==> config.mk <==
export PLATFORM = sky130hd
export DESIGN_NAME = control_sequencer
export DESIGN_NICKNAME = d
export VERILOG_FILES = /design/src/rtl/control_sequencer_pkg.sv /design/src/rtl/control_sequencer.sv
export SDC_FILE = /design/constraint.sdc
export NUM_CORES = 1
export LEC_CHECK = 0
export ABC_AREA = 1
export CORE_AREA = 8 8 55 57
export CTS_BUF_LIST = sky130_fd_sc_hd__clkbuf_16
export CTS_CLUSTER_SIZE = 20
export DETAILED_ROUTE_END_ITERATION = 6
export DIE_AREA = 0 0 63 65
export GPL_TIMING_DRIVEN = 0
export PLACE_DENSITY = 0.77
export SYNTH_ARGS = -nofsm -noshare
export SYNTH_HDL_FRONTEND = slang
export SYNTH_SLANG_ARGS = --single-unit
==> constraint.sdc <==
create_clock -name Clk -period 1.6 [get_ports Clk]
set_clock_uncertainty 0.1 [all_clocks]
set_input_delay 0.24 -clock Clk [delete_from_list [all_inputs] [get_ports Clk]]
set_output_delay 0.24 -clock Clk [all_outputs]
set_load 0.05 [all_outputs]
==> src/rtl/control_sequencer_pkg.sv <==
// control_sequencer_pkg: shared state enum, opcode constants and datapath select encodings
package control_sequencer_pkg;

   typedef enum logic [4:0] {
      S_HALTED, S_FETCH1, S_FETCH2, S_FETCH3, S_DECODE,
      S_ADD, S_AND, S_NOT, S_BR, S_BR_TAKEN, S_JMP, S_JSR, S_JSR_LINK,
      S_LDR1, S_LDR2, S_LDR3, S_STR1, S_STR2, S_STR3, S_PAUSE1, S_PAUSE2
   } state_t;

   localparam logic [3:0] OP_BR    = 4'b0000;
   localparam logic [3:0] OP_ADD   = 4'b0001;
   localparam logic [3:0] OP_JSR   = 4'b0100;
   localparam logic [3:0] OP_AND   = 4'b0101;
   localparam logic [3:0] OP_LDR   = 4'b0110;
   localparam logic [3:0] OP_STR   = 4'b0111;
   localparam logic [3:0] OP_NOT   = 4'b1001;
   localparam logic [3:0] OP_JMP   = 4'b1100;
   localparam logic [3:0] OP_PAUSE = 4'b1101;

   localparam logic [1:0] PC_INC   = 2'b00;
   localparam logic [1:0] PC_ADDER = 2'b01;
   localparam logic [1:0] PC_BUS   = 2'b10;

   localparam logic [1:0] A2_ZERO  = 2'b00;
   localparam logic [1:0] A2_OFF6  = 2'b01;
   localparam logic [1:0] A2_OFF9  = 2'b10;
   localparam logic [1:0] A2_OFF11 = 2'b11;

   localparam logic [1:0] ALU_ADD   = 2'b00;
   localparam logic [1:0] ALU_AND   = 2'b01;
   localparam logic [1:0] ALU_NOT   = 2'b10;
   localparam logic [1:0] ALU_PASSA = 2'b11;

   // States that stretch a memory access over MEM_WAIT cycles
   function automatic logic is_hold(input state_t s);
      return s == S_FETCH2 || s == S_LDR2 || s == S_STR3;
   endfunction

endpackage

==> src/rtl/control_sequencer.sv <==
// control_sequencer: Moore control FSM for a small LC-3 style datapath.
// Inputs: Clk, Reset (sync, active-high), Run, Continue, Opcode/IR_5/IR_11 from IR, BEN.
// Outputs: register load strobes, bus gates, datapath mux selects, ALUK, active-low Mem_OE/Mem_WE.
module control_sequencer
   import control_sequencer_pkg::*;
#(
   parameter int MEM_WAIT = 2
) (
   input  logic       Clk,
   input  logic       Reset,
   input  logic       Run,
   input  logic       Continue,
   input  logic [3:0] Opcode,
   input  logic       IR_5,
   input  logic       IR_11,
   input  logic       BEN,
   output logic       LD_MAR,
   output logic       LD_MDR,
   output logic       LD_IR,
   output logic       LD_BEN,
   output logic       LD_CC,
   output logic       LD_REG,
   output logic       LD_PC,
   output logic       LD_LED,
   output logic       GatePC,
   output logic       GateMDR,
   output logic       GateALU,
   output logic       GateMARMUX,
   output logic [1:0] PCMUX,
   output logic [1:0] ADDR2MUX,
   output logic       DRMUX,
   output logic       SR1MUX,
   output logic       SR2MUX,
   output logic       ADDR1MUX,
   output logic [1:0] ALUK,
   output logic       Mem_OE,
   output logic       Mem_WE
);

   localparam logic [2:0] W_LAST = 3'(MEM_WAIT - 1);

   state_t     state, next;
   logic [2:0] wait_cnt;
   logic       wait_done;

   assign wait_done = wait_cnt == W_LAST;

   // Counter only advances while a hold state repeats, so it restarts at 0 on every entry
   always_ff @(posedge Clk) begin
      if (Reset) begin
         state    <= S_HALTED;
         wait_cnt <= '0;
      end else begin
         state    <= next;
         wait_cnt <= (is_hold(state) && next == state) ? wait_cnt + 3'd1 : '0;
      end
   end

   always_comb begin
      next       = state;
      LD_MAR     = 1'b0;
      LD_MDR     = 1'b0;
      LD_IR      = 1'b0;
      LD_BEN     = 1'b0;
      LD_CC      = 1'b0;
      LD_REG     = 1'b0;
      LD_PC      = 1'b0;
      LD_LED     = 1'b0;
      GatePC     = 1'b0;
      GateMDR    = 1'b0;
      GateALU    = 1'b0;
      GateMARMUX = 1'b0;
      PCMUX      = PC_INC;
      ADDR2MUX   = A2_ZERO;
      DRMUX      = 1'b0;
      SR1MUX     = 1'b0;
      SR2MUX     = 1'b0;
      ADDR1MUX   = 1'b0;
      ALUK       = ALU_ADD;
      Mem_OE     = 1'b1;
      Mem_WE     = 1'b1;
      case (state)
         S_HALTED: next = Run ? S_FETCH1 : S_HALTED;
         S_FETCH1: begin
            GatePC = 1'b1;
            LD_MAR = 1'b1;
            LD_PC  = 1'b1;
            PCMUX  = PC_INC;
            next   = S_FETCH2;
         end
         S_FETCH2: begin
            Mem_OE = 1'b0;
            LD_MDR = 1'b1;
            next   = wait_done ? S_FETCH3 : S_FETCH2;
         end
         S_FETCH3: begin
            GateMDR = 1'b1;
            LD_IR   = 1'b1;
            next    = S_DECODE;
         end
         S_DECODE: begin
            LD_BEN = 1'b1;
            case (Opcode)
               OP_ADD:   next = S_ADD;
               OP_AND:   next = S_AND;
               OP_NOT:   next = S_NOT;
               OP_BR:    next = S_BR;
               OP_JMP:   next = S_JMP;
               OP_JSR:   next = S_JSR;
               OP_LDR:   next = S_LDR1;
               OP_STR:   next = S_STR1;
               OP_PAUSE: next = S_PAUSE1;
               default:  next = S_FETCH1;
            endcase
         end
         S_ADD, S_AND, S_NOT: begin
            GateALU = 1'b1;
            LD_REG  = 1'b1;
            LD_CC   = 1'b1;
            SR2MUX  = IR_5;
            ALUK    = state == S_ADD ? ALU_ADD : state == S_AND ? ALU_AND : ALU_NOT;
            next    = S_FETCH1;
         end
         S_BR: next = BEN ? S_BR_TAKEN : S_FETCH1;
         S_BR_TAKEN: begin
            ADDR1MUX = 1'b0;
            ADDR2MUX = A2_OFF9;
            PCMUX    = PC_ADDER;
            LD_PC    = 1'b1;
            next     = S_FETCH1;
         end
         S_JMP: begin
            ADDR1MUX = 1'b1;
            ADDR2MUX = A2_ZERO;
            PCMUX    = PC_ADDER;
            LD_PC    = 1'b1;
            next     = S_FETCH1;
         end
         S_JSR: begin
            GatePC = 1'b1;
            DRMUX  = 1'b1;
            LD_REG = 1'b1;
            next   = S_JSR_LINK;
         end
         S_JSR_LINK: begin
            ADDR1MUX = ~IR_11;
            ADDR2MUX = IR_11 ? A2_OFF11 : A2_ZERO;
            PCMUX    = PC_ADDER;
            LD_PC    = 1'b1;
            next     = S_FETCH1;
         end
         S_LDR1, S_STR1: begin
            ADDR1MUX   = 1'b1;
            ADDR2MUX   = A2_OFF6;
            GateMARMUX = 1'b1;
            LD_MAR     = 1'b1;
            next       = state == S_LDR1 ? S_LDR2 : S_STR2;
         end
         S_LDR2: begin
            Mem_OE = 1'b0;
            LD_MDR = 1'b1;
            next   = wait_done ? S_LDR3 : S_LDR2;
         end
         S_LDR3: begin
            GateMDR = 1'b1;
            LD_REG  = 1'b1;
            LD_CC   = 1'b1;
            next    = S_FETCH1;
         end
         S_STR2: begin
            SR1MUX  = 1'b0;
            ALUK    = ALU_PASSA;
            GateALU = 1'b1;
            LD_MDR  = 1'b1;
            next    = S_STR3;
         end
         S_STR3: begin
            Mem_WE = 1'b0;
            next   = wait_done ? S_FETCH1 : S_STR3;
         end
         S_PAUSE1: begin
            LD_LED = 1'b1;
            next   = Continue ? S_PAUSE2 : S_PAUSE1;
         end
         S_PAUSE2: next = Continue ? S_PAUSE2 : S_FETCH1;
         default:  next = S_HALTED;
      endcase
   end

endmodule
==> results.md <==
- Cell Area, Synth: between 900 and 1000 um2
- Hold-fix buffers, CTS: 0
- CTS max path bufs: 2
- Sw power: 417.4 uW
- Failing checks: setup timing
- Drt first pass iters: 5
- Post-synthesis xor/xnor area fraction: 0.009709
- Synth Area in Adders: 0.06935
- CP Cell Sequence: buf_6 > inv_2 > nand3_4 > inv_2 > nand2_1 > nand2_4 > clkinvlp_4 > nand2_4 > buf_8
- Layout Nets: 237
- Top cells by area, synth: dfxtp_1 (18%), nand2_1 (13%), inv_1 (11%), nor2_1 (10%), nand3_1 (9.4%)
- Vias/cell: between 5 and 6
- Vias: 1423
- Root Buffer: clkbuf_16
- Reg2Reg Depth: 13
- DP Area: 1391 um2
- Top cell type by total area after synthesis: dfxtp_1
- Clk network pwr share: 0.379
- Met3 routed WL: 376 um
- Hold_ws: between 0.3 and 0.4 ns
- Final ANT Viol Nets: 0
- Leak Pwr: roughly 0.95 nW
- Worst Hold Class: flip-flop to flip-flop
- DIE WIDTH: 63 um
- Final Max Tran Viols: 0
- Flop-to-flop setup slack: -0.26 ns
- Vias in the first global route: about 1300
- P_int: 737.3 uW
- Syn. warnings: 0
- Uppermost layer routed: met4
- DRC Markers: 0
- Initial Util: 0.4199
- DRT Wirelength: a little under 5000 um
- Met2 WL: between 2000 and 3000 um
- CP max FO: 7
- Seq pwr share: 0.188
- Delay of the slowest cell on the worst path: approximately 0.31 ns
- Worst path arrival time: between 1.5 and 2 ns
- First-pass GRT wire length: 5968 um
- Final setup fails: 27
- RSZ-0062 raised after global routing: yes
- Worst setup margin: -0.2856 ns
- Drt first-iter violations: 87
- Largest family of logic cells by synthesized area: simple AND/OR/NAND/NOR gates
- Power per cell area: roughly 580 nW/um2
- R2r endpoint: wait_cnt[1]$_SDFF_PP0_
- Finished Cell Area: ~2000 um2
- Critical path launch point type: flip-flop
- Crit end category: primary output
- TritonCTS clock tree: yes
- Htree depth: 1
- Hold path endpoint: wait_cnt[0]$_SDFF_PP0_
- Antenna diodes: 0
- Clk_lat worst skew: about 0.24 ns
- Multiplexer area fraction after synthesis: 0
- Total CTS buffers: 3
- Reg2reg start: state[0]$_SDFF_PP0_
- Crit-path slowest cell: dfxtp_2
- Yosys cell types: 26
- Core ar.: between 2000 and 2500 um2
- Yosys reg bits: 8
- Min Tclk post-route: around 1.9 ns
- Peak supply drop: ~0.84 mV
- Dpl hpwl: approximately 2200 um
- Synthesized area per cell: ~5.8 um2
- Die Y: roughly 65 um
- Cells after Synth: ~160
- Compound-Gate Fraction of Synth Area: 0.1442
- Die area: 4095 um2
- Final Hold Vio Count: 0
- DR WL/cell: ~19 um
- Largest net degree at the start of global routing: 10
- Fin Setup TNS: -3.815 ns
- Layout cells sized above 1: 0.6227
- Cells after DPL: between 200 and 250
- Non-Filler Instances: between 200 and 250
- Switching share of total power: 0.3615
- GRT Util Overall: 0.1713
- IO Count: 35
- Sequential area share after synthesis: 0.1775
- Row count: 17
- CTS clk-pin slew, worst paths: ~0.040 ns
- Final Wtd Congestion: 0.8347
- Simple-gate area share of the yosys netlist: 0.4452
- Status: finished with violations
- Comb power frac: 0.433
- Hold Path Depth: 1
- Number of max-cap violations: 0
- Post-route clock period utilization: 1.178
- Initial antenna violation count: 0
- Fmax: approximately 530 MHz
- Metal-1 WL: around 1800 um
- CP Data Required Time: roughly 1.3 ns
- Hold Startpoint: wait_cnt[0]$_SDFF_PP0_
- I/O Buffers: 32
- Grt total ovfl: 0
- Synth top area share: 0.1775
- Area Growth Syn to Fin: 122.3%
- Clk sinks: 8
- Crit Path Category: flip-flop to primary output
## registers in the layout (all words and copies together), names as in the netlist
register and cells:
wait_cnt 3, state 5
## placed cells by master (no fill, tap or decap), types with 3 or more instances in the layout
cell,n
nor2_4,12
nand2_1,14
nand2_2,9
nand3_1,7
dfxtp_1,3
inv_1,16
nand2_4,8
nand3_2,5
nor2_1,10
clkdlybuf4s50_1,8
inv_4,3
a21oi_1,5
buf_8,6
a21oi_2,3
ha_1,5
inv_2,8
dfxtp_4,4
nor3_2,3
nand3_4,8
clkbuf_16,3
buf_6,22
o21ai_2,3
nor2_2,10
buf_4,22
## cell type report
cell class / count / area [um2]
multi-input cells: 118 / 963.4
repair buffers: 58 / 594.3
flip-flops and latches: 8 / 176.4
fillers: 78 / 142.6
inverters: 29 / 131.4
clock buffers: 3 / 75.07
well taps: 28 / 35.03
plain buffers: 3 / 26.28
clock inverters: 1 / 3.754
## cells by family after synthesis
family	Yosys count
AND/OR/NAND/NOR	86
buffers and inverters	32
AO/OA/AOI/OAI	23
flip-flops	8
adder cells (fa/ha/maj)	5
XOR/XNOR	1
other	1
## Yosys cell counts
| library cell | count |
|---|---|
| nor2_1 | 24 |
| a31oi_1 | 1 |
| nor2_4 | 2 |
| nor3_2 | 1 |
| a21oi_1 | 8 |
| a21o_1 | 1 |
| inv_1 | 26 |
| nor3_1 | 2 |
| buf_6 | 1 |
| xnor2_1 | 1 |
| dfxtp_1 | 8 |
| conb_1 | 1 |
| nand3_1 | 17 |
| nand3_2 | 3 |
| o211ai_1 | 1 |
| buf_4 | 2 |
| nand4_1 | 1 |
| o21ai_1 | 1 |
| nor2_2 | 5 |
| a211oi_1 | 2 |
| o21a_1 | 1 |
| o21ai_0 | 7 |
| nand2_1 | 31 |
| inv_2 | 3 |
| o22ai_1 | 1 |
| ha_1 | 5 |
## stage by stage
step	util	power [mW]	worst slack (ns)
global placement	0.6476	0.5221	-0.6780
floorplan	-	0.4385	-0.1252
global route	0.9336	1.191	-0.3324
detailed placement	0.6476	0.5267	-0.7175
finish	0.9336	1.155	-0.2856
CTS	0.7921	1.029	-0.1446
## critical path: cells and delay by family, from the launching register on
| family | cells | cell delay, ns |
|---|---|---|
| buf+inv | 5 | 0.58 |
| flops | 1 | 0.31 |
| simple gates | 4 | 0.40 |
## metal layers
layer,global-route usage,vias up
met5,0,-
li1,-,630
met1,0.1737,681
met3,0.04296,26
met4,0.08547,0
met2,0.3201,86
## how the worst max path moves through the flow
stage	from	endpoint	slack, ns
CTS	state[0]$_SDFF_PP0_	LD_MDR	-0.14
detailed placement	state[0]$_SDFF_PP0_	ADDR1MUX	-0.72
floorplan	state[0]$_SDFF_PP0_	ADDR1MUX	-0.13
finish	state[0]$_SDFF_PP0_	LD_MDR	-0.29
global placement	state[0]$_SDFF_PP0_	ADDR2MUX[0]	-0.68
global route	state[0]$_SDFF_PP0_	wait_cnt[1]$_SDFF_PP0_	-0.33
## power by group through the flow
stage / combinational [mW] / sequential [mW] / clock, mW
floorplan: 0.219 / 0.220 / 0
global placement: 0.301 / 0.221 / 0
detailed placement: 0.305 / 0.222 / 0
CTS: 0.375 / 0.217 / 0.436
global route: 0.522 / 0.218 / 0.451
finish: 0.500 / 0.218 / 0.438
## timing repair
action | CTS | global route
buffers inserted | 15 | 11
gates resized for setup | 184 | 56
endpoints found under the setup margin | 28 | 27
cloned | 1 | 0
pin swaps | 17 | 22
Power figures use the tool's default switching activity.
